--- config.mk ---
export PLATFORM = sky130hd
export DESIGN_NAME = div_ratio_detect_flat
export DESIGN_NICKNAME = d
export VERILOG_FILES = /design/src/rtl/div_ratio_detect_if.sv /design/src/rtl/div_ratio_detect.sv /design/src/flat_wrapper.sv
export SDC_FILE = /design/constraint.sdc
export NUM_CORES = 1
export LEC_CHECK = 0
export ABC_AREA = 0
export BUFFER_PORTS_ARGS = -buffer_cell sky130_fd_sc_hd__buf_2
export CELL_PAD_IN_SITES_DETAIL_PLACEMENT = 0
export CELL_PAD_IN_SITES_GLOBAL_PLACEMENT = 2
export CORE_ASPECT_RATIO = 0.6
export CORE_MARGIN = 1
export CORE_UTILIZATION = 33
export CTS_BUF_LIST = sky130_fd_sc_hd__clkbuf_4 sky130_fd_sc_hd__clkbuf_8
export DETAILED_ROUTE_END_ITERATION = 10
export PLACE_DENSITY = 0.83
export REMOVE_ABC_BUFFERS = 1
export SETUP_SLACK_MARGIN = 0.02
export SLEW_MARGIN = 15
export SYNTH_ARGS = -nofsm -noshare
export SYNTH_HDL_FRONTEND = slang
export SYNTH_SLANG_ARGS = --single-unit
--- constraint.sdc ---
create_clock -name clk -period 1.6 [get_ports clk]
set_input_delay 0.08 -clock clk [delete_from_list [all_inputs] [get_ports clk]]
set_output_delay 0.08 -clock clk [all_outputs]
set_load 0.02 [all_outputs]
--- src/rtl/div_ratio_detect_if.sv ---
// Signal bundle between a divided-clock source and the ratio detector.
// The source drives din; the detector returns its measurement results.
interface div_ratio_detect_if #(
  parameter int unsigned MAX_PERIOD = 16
);
  localparam int unsigned CW = $clog2(MAX_PERIOD + 1);

  logic          din;
  logic [CW-1:0] period;
  logic [CW-1:0] high_time;
  logic          valid;
  logic          locked;
  logic          duty50;
  logic          mismatch;
  logic          timeout;

  modport master (
    output din,
    input  period, high_time, valid, locked, duty50, mismatch, timeout
  );

  modport slave (
    input  din,
    output period, high_time, valid, locked, duty50, mismatch, timeout
  );
endinterface

--- src/rtl/div_ratio_detect.sv ---
// Measures the rising-edge period and high time of a divided waveform,
// and reports lock, 50% duty, mismatch and missing-edge timeout.
module div_ratio_detect #(
  parameter int unsigned MAX_PERIOD = 16,
  parameter int unsigned LOCK_COUNT = 3
) (
  input  logic                  clk,
  input  logic                  reset,
  div_ratio_detect_if.slave     bus
);
  localparam int unsigned   CW      = $clog2(MAX_PERIOD + 1);
  localparam logic [CW-1:0] MAX_CNT = CW'(MAX_PERIOD);
  localparam logic [2:0]    LOCK_M  = 3'(LOCK_COUNT);

  typedef enum logic {IDLE, MEASURE} state_e;

  state_e        state_q, state_d;
  logic          din_q, din_d;
  logic [CW-1:0] cnt_q, cnt_d;
  logic [CW-1:0] hcnt_q, hcnt_d;
  logic [2:0]    match_q, match_d;
  logic [CW-1:0] period_q, period_d;
  logic [CW-1:0] high_q, high_d;
  logic          valid_q, valid_d;
  logic          locked_q, locked_d;
  logic          mismatch_q, mismatch_d;
  logic          timeout_q, timeout_d;
  logic          rise;

  assign rise = bus.din & ~din_q;

  // Next-state and measurement bookkeeping
  always_comb begin
    state_d    = state_q;
    din_d      = bus.din;
    cnt_d      = cnt_q;
    hcnt_d     = hcnt_q;
    match_d    = match_q;
    period_d   = period_q;
    high_d     = high_q;
    valid_d    = 1'b0;
    mismatch_d = 1'b0;
    timeout_d  = 1'b0;

    case (state_q)
      IDLE: begin
        if (rise) begin
          state_d = MEASURE;
          cnt_d   = CW'(1);
          hcnt_d  = CW'(1);
        end
      end
      MEASURE: begin
        if (rise) begin
          period_d = cnt_q;
          high_d   = hcnt_q;
          valid_d  = 1'b1;
          cnt_d    = CW'(1);
          hcnt_d   = CW'(1);
          // match_q == 0 only right after IDLE: first measurement has no reference
          if (match_q == 3'd0) begin
            match_d = 3'd1;
          end else if (cnt_q == period_q && hcnt_q == high_q) begin
            match_d = (match_q >= LOCK_M) ? LOCK_M : match_q + 3'd1;
          end else begin
            match_d    = 3'd1;
            mismatch_d = locked_q;
          end
        end else if (cnt_q == MAX_CNT) begin
          state_d   = IDLE;
          timeout_d = 1'b1;
          match_d   = 3'd0;
          cnt_d     = '0;
          hcnt_d    = '0;
        end else begin
          cnt_d  = cnt_q + CW'(1);
          hcnt_d = hcnt_q + CW'(bus.din);
        end
      end
    endcase

    locked_d = (match_d >= LOCK_M);
  end

  always_ff @(posedge clk) begin
    if (reset) begin
      state_q    <= IDLE;
      din_q      <= 1'b0;
      cnt_q      <= '0;
      hcnt_q     <= '0;
      match_q    <= 3'd0;
      period_q   <= '0;
      high_q     <= '0;
      valid_q    <= 1'b0;
      locked_q   <= 1'b0;
      mismatch_q <= 1'b0;
      timeout_q  <= 1'b0;
    end else begin
      state_q    <= state_d;
      din_q      <= din_d;
      cnt_q      <= cnt_d;
      hcnt_q     <= hcnt_d;
      match_q    <= match_d;
      period_q   <= period_d;
      high_q     <= high_d;
      valid_q    <= valid_d;
      locked_q   <= locked_d;
      mismatch_q <= mismatch_d;
      timeout_q  <= timeout_d;
    end
  end

  assign bus.period    = period_q;
  assign bus.high_time = high_q;
  assign bus.valid     = valid_q;
  assign bus.locked    = locked_q;
  assign bus.mismatch  = mismatch_q;
  assign bus.timeout   = timeout_q;
  assign bus.duty50    = locked_q && ({high_q, 1'b0} == {1'b0, period_q});
endmodule

--- src/flat_wrapper.sv ---
// flat-port wrapper written by rule: the top's interface ports become plain ports
module div_ratio_detect_flat 
#(
  parameter int unsigned MAX_PERIOD = 16,
  parameter int unsigned LOCK_COUNT = 3
)
  (clk, reset, bus_din, bus_period, bus_high_time, bus_valid, bus_locked, bus_duty50, bus_mismatch, bus_timeout);
  div_ratio_detect_if #(.MAX_PERIOD(MAX_PERIOD)) bus_i ();
  input  logic clk;
  input  logic reset;
  input wire logic [$bits(bus_i.din)-1:0] bus_din;
  output wire logic [$bits(bus_i.period)-1:0] bus_period;
  output wire logic [$bits(bus_i.high_time)-1:0] bus_high_time;
  output wire logic [$bits(bus_i.valid)-1:0] bus_valid;
  output wire logic [$bits(bus_i.locked)-1:0] bus_locked;
  output wire logic [$bits(bus_i.duty50)-1:0] bus_duty50;
  output wire logic [$bits(bus_i.mismatch)-1:0] bus_mismatch;
  output wire logic [$bits(bus_i.timeout)-1:0] bus_timeout;
  assign bus_i.din = bus_din;
  assign bus_period = bus_i.period;
  assign bus_high_time = bus_i.high_time;
  assign bus_valid = bus_i.valid;
  assign bus_locked = bus_i.locked;
  assign bus_duty50 = bus_i.duty50;
  assign bus_mismatch = bus_i.mismatch;
  assign bus_timeout = bus_i.timeout;
  div_ratio_detect #(.MAX_PERIOD(MAX_PERIOD), .LOCK_COUNT(LOCK_COUNT)) u_core (.clk(clk), .reset(reset), .bus(bus_i));
endmodule
# Word level (Yosys, flattened, before mapping)
# Cells that the tools add are included.
[classes]
n_addsub = 3
multipliers = 0
div = 0
order_cmp = 2
eq_ne = 5
shifts = 0
mux = 18
bitwise_logic = 4
n_reduce_logical = 7
[ops]
columns = ["operator", "count"]
rows = [
  ["$mux 5", 5],
  ["$pmux 5 s2", 2],
  ["$mux 3", 6],
  ["$eq 5x5->1", 2],
  ["$eq 6x5->1", 1],
  ["$ge 3x2->1 const B", 2],
  ["$add 5x1->5", 1],
  ["$add 5x1->5 const B", 1],
  ["$eq 5x5->1 const B", 1],
  ["$reduce_or 5->1", 1],
  ["$mux 1", 4],
  ["$add 3x1->3 const B", 1],
  ["$logic_not 3->1", 1],
  ["$not 1->1", 3],
  ["$reduce_or 3->1", 1],
  ["$logic_and 1x1->1", 2],
  ["$ne 2x1->1 const B", 1],
  ["$pmux 1 s2", 1],
  ["$reduce_and 2->1", 1],
  ["$reduce_or 2->1", 1],
  ["$and 1x1->1", 1],
]
[totals]
ff_bits = 29
latchBits = 0
ramBits = 0
romBits = 0
input_bits = 3
memories = 0

# Depth between registers and ports, before layout
[depth]
ltp_word = 7
mapped_depth = 8

# Least setup slack after synthesis
# No wires, ideal clock.
[synth_path]
path_kind = "reg-to-reg"
start = "register u_core.match_q[0]"
end = "register u_core.locked_q, in the netlist u_core.bus.locked"
t_arrival_ns = 1.617
required_time_ns = 1.486
setup_slack_ns = -0.131
path_stages_with_launch = 8
period_less_slack_ns = 1.731
path_cell_list = "dfxtp_1 -> ha_1 -> ha_1 -> a211o_1 -> nor4_1 -> nand3_1 -> o21a_1 -> a21o_1"
[synth_between]
elab_chain_cells = 7
elab_cells_between_ends = 10
classes_between = "1 x add/sub; 2 x order compare; 6 x mux; 1 x reduce/logical"
[synth_lines]
columns = ["item", "line_no", "source"]
rows = [
  ["start, declared", "div_ratio_detect.sv:21", "logic [2:0] match_q, match_d;"],
  ["start signal, assigned", "div_ratio_detect.sv:103", "match_q <= match_d;"],
  ["$add 3x1->3 or $ge 3x2->1 (tied branches)", "div_ratio_detect.sv:64", "match_d = (match_q >= LOCK_M) ? LOCK_M : match_q + 3'd1;"],
  ["$mux 3", "div_ratio_detect.sv:64", ""],
  ["$mux 3", "div_ratio_detect.sv:63", "end else if (cnt_q == period_q && hcnt_q == high_q) begin"],
  ["$mux 3", "div_ratio_detect.sv:61", "if (match_q == 3'd0) begin"],
  ["$mux 3", "div_ratio_detect.sv:54", "if (rise) begin"],
  ["$mux 3 *", "div_ratio_detect.sv:45", "case (state_q)"],
  ["$ge 3x2->1 *", "div_ratio_detect.sv:82", "locked_d = (match_d >= LOCK_M);"],
  ["end signal, assigned", "div_ratio_detect.sv:107", "locked_q <= locked_d;"],
  ["end, declared", "div_ratio_detect.sv:25", "logic locked_q, locked_d;"],
]
# Mark *: on every way between the ends. The rest lies on a longest branch, timed or not.
# A chain may end at the register's enable or synchronous reset.

# Final worst setup path
# Same ends and word-level chain as after synthesis.

==> reports/metrics.cfg <==
[logic_synthesis]
synth_edf_count = 0
ys_seq_area_share_pct = 39.62
yosys-mux-area-fraction_pct = 5.465
async_flop_share_pct = 0
synth_seq_cells = 29
synth_xor_area_share_pct = 8.369
syn-cell-area_mm2 = 0.001465
synth.area.top_cells = dfxtp_1 40%, xor2_1 6.6%, ha_1 6.0%
yosys.area.top_type_share_pct = 39.62
synth_compound_area_share_pct = 15.03
yosys_warnings = 0
synth_fa_ha_area_share_pct = 5.978
syn_avg_cell_area_um2 = 9.273
netlist-cell-type-count = 39
synth_top_family_by_area = simple AND/OR/NAND/NOR gates
synth_flop_cell = dfxtp_1
yosys.area_share.simple_pct = 20.84
synth_cells = 158
synth_top_cell_by_area = dfxtp_1

[finish]
fin_nets = 218
area_growth_pct = 42.36
stdcell_count = 269
utilization_pct = 49.79
fill_cells = 402
final_cell_area_mm2 = 0.002086
antenna_cells = 0
drive_gt1_share_pct = 42.58

[timing]
setup_tns_ns = -0.3500
rsz0062_at_grt = yes
period_minus_slack_ns = 1.745
slew_violations = 0
period_share_pct = 109.0
timing.slew.headroom_pct = 60.24
skew_ns = 0.003560
tightest_slew_ns = 0.5964
hold_viol = 0
setup_viol = 4
fmax_mhz = 573.1
setup_ws_ns = -0.1448

[worst_hold_path]
hold_path_class = input pin to register
whs_path_depth = 2

[critical_path]
ff2ff_setup_slack_ns = -0.14
cp_top_family = compound AO/OA/AOI/OAI gates
path_buf_inv = 0
crit_top_cell = ha_4
required_ns = 1.77
ff2ff_path_depth = 7
slowest_stage = dfxtp_2
startpoint_type = register
cpPeakStageDelay_ns = 0.34
cp.arrival_ns = 1.92
critical_path.cell_chain = ha_4, ha_4, a211o_1, nor4_2, nand3_1, o21a_1, a21o_1
cp_num_cells = 7
crit_path_end_kind = register
critPathKind = register to register
critical_path.max_fanout = 3

[global_routing]
grt_max_degree = 30
grt_pass1_wl_um = 6279
grt_usage_pct = 18.99
grt_overflow = 0
grt_antenna_before_repair = 0
grt_pass1_vias = 1227

[cts]
clkTransAtPathRegs_ns = 0.07
cts_hold_buf = 0
cts.path.max_buffers = 2
cts_made_buffers = 5
htree_levels = 2
cts_tree = done
root_buffer = clkbuf_8
cts_num_sinks = 29
clock_latency_ns = 0.28

[outcome]
violations = negative setup slack
status = finished with violations

[die]
initial_core_util_pct = 34.98
io_pins = 18
die_y_um = 53.62
die-area_mm2 = 0.004719
coreArea_mm2 = 0.004189
row_count = 18
die_w_um = 88.02

[routing]
finalWirelength_um = 4269
drc = 0
wire_per_inst_um = 15.87
vias = 1370
drt_iter0_markers = 76
firstDrtPassIters = 4
antenna_left = 0
avgViaCountPerCell = 5.093

[place]
dpl.hpwl_um = 2882
place_inst = 252
gp_congestion = 0.8192
place_area_mm2 = 0.001770
io_buffers = 17

[power]
p_total_mw = 1.559
power_density_mw_per_mm2 = 747.6
leakagePower_nw = 0.9615
ir_worst_vdd_mv = 0.4253

[flow_run]
max_cap_viol_count = 0

where the power goes:
part           switching, mW  internal, mW
Sequential            0.0145         0.736
Clock                  0.282         0.318
Combinational          0.120        0.0892
cell usage after synthesis, types with 5 or more instances:
library cell	count
clkbuf_1	5
ha_1	7
inv_1	7
a21oi_1	10
nor2_1	20
nand2_1	7
mux2i_1	8
dfxtp_1	29
nand3_1	6
xor2_1	11
metrics by stage:
step / setup WS (ns) / hold WS [ns]
2_1_floorplan: -0.1320 / 0.1491
3_3_place_gp: -0.1503 / 0.3716
3_5_place_dp: -0.2436 / 0.3809
4_1_cts: -0.1269 / 0.09823
5_1_grt: -0.2071 / 0.1050
6_report: -0.1448 / 0.09161
registers in the layout, summed over array words and instances, names as in the netlist, 3 cells and up:
name and cells:
u_core.match_q 3, u_core.hcnt_q 5, u_core.cnt_q 5, u_core.bus.high_time 5, u_core.bus.period 5
routing by layer:
metal | vias up | track usage (%) | share of wire, %
met5 | - | 0 | 0
met2 | 36 | 28.17 | 45
met4 | 0 | 5.914 | 1.5
li1 | 662 | - | -
met1 | 662 | 26.41 | 48
met3 | 10 | 5.828 | 4.8
cells by family after synthesis:
group	count (synthesis)
compound gates	31
mux	8
buf+inv	15
simple gates	54
flops	29
fa+ha+maj	7
xor+xnor	14
area by class of cell:
class / instances / area (um2) / share of cell area (%)
Multi-Input combinational cell: 114 / 947.2 / 45.41
Clock inverter: 2 / 10.01 / 0.4799
Inverter: 7 / 28.78 / 1.380
Timing Repair Buffer: 51 / 359.1 / 17.22
Clock buffer: 6 / 76.32 / 3.659
Sequential cell: 29 / 589.3 / 28.25
Tap cell: 60 / 75.07 / 3.599
layout by cell type (no fill, tap or decap), types with 2 or more instances in the layout:
cell type	instances
a21oi_1	9
dfxtp_2	4
clkbuf_8	5
buf_6	5
nand3b_1	2
a41oi_2	4
nand3_1	6
o31ai_2	2
mux2i_1	8
nor2_1	20
nor2b_1	3
a21o_1	2
clkinv_2	2
ha_4	3
o21ai_0	3
inv_1	5
ha_1	4
nand2_4	2
buf_4	29
buf_2	17
nor3_1	2
nor4_1	2
xnor2_1	3
a311oi_2	3
nand2_1	6
nor4_2	2
dfxtp_1	24
xor2_1	11
worst register-to-register path: cells and delay by family (launching register included):
kind	cells	cell delay, ns
compound gates	3	0.64
fa+ha+maj	2	0.31
flops	1	0.34
simple gates	2	0.36
path summary, 6_finish.rpt:
kind	from	to
worst max-delay path	u_core.match_q[0]	u_core.bus.locked
worst min-delay path	bus_din	u_core.din_q
worst max register to register	u_core.match_q[0]	u_core.bus.locked
worst min register to register	u_core.bus.locked	u_core.bus.mismatch
timing repair:
item / CTS / global route
endpoints found under the setup margin: 10 / 11
hold endpoints to repair: 0 / 0
setup buffers: 5 / 4
gates resized for setup: 16 / 19
pin swaps: 12 / 10
Note: power is estimated with default switching activity, not from simulation.
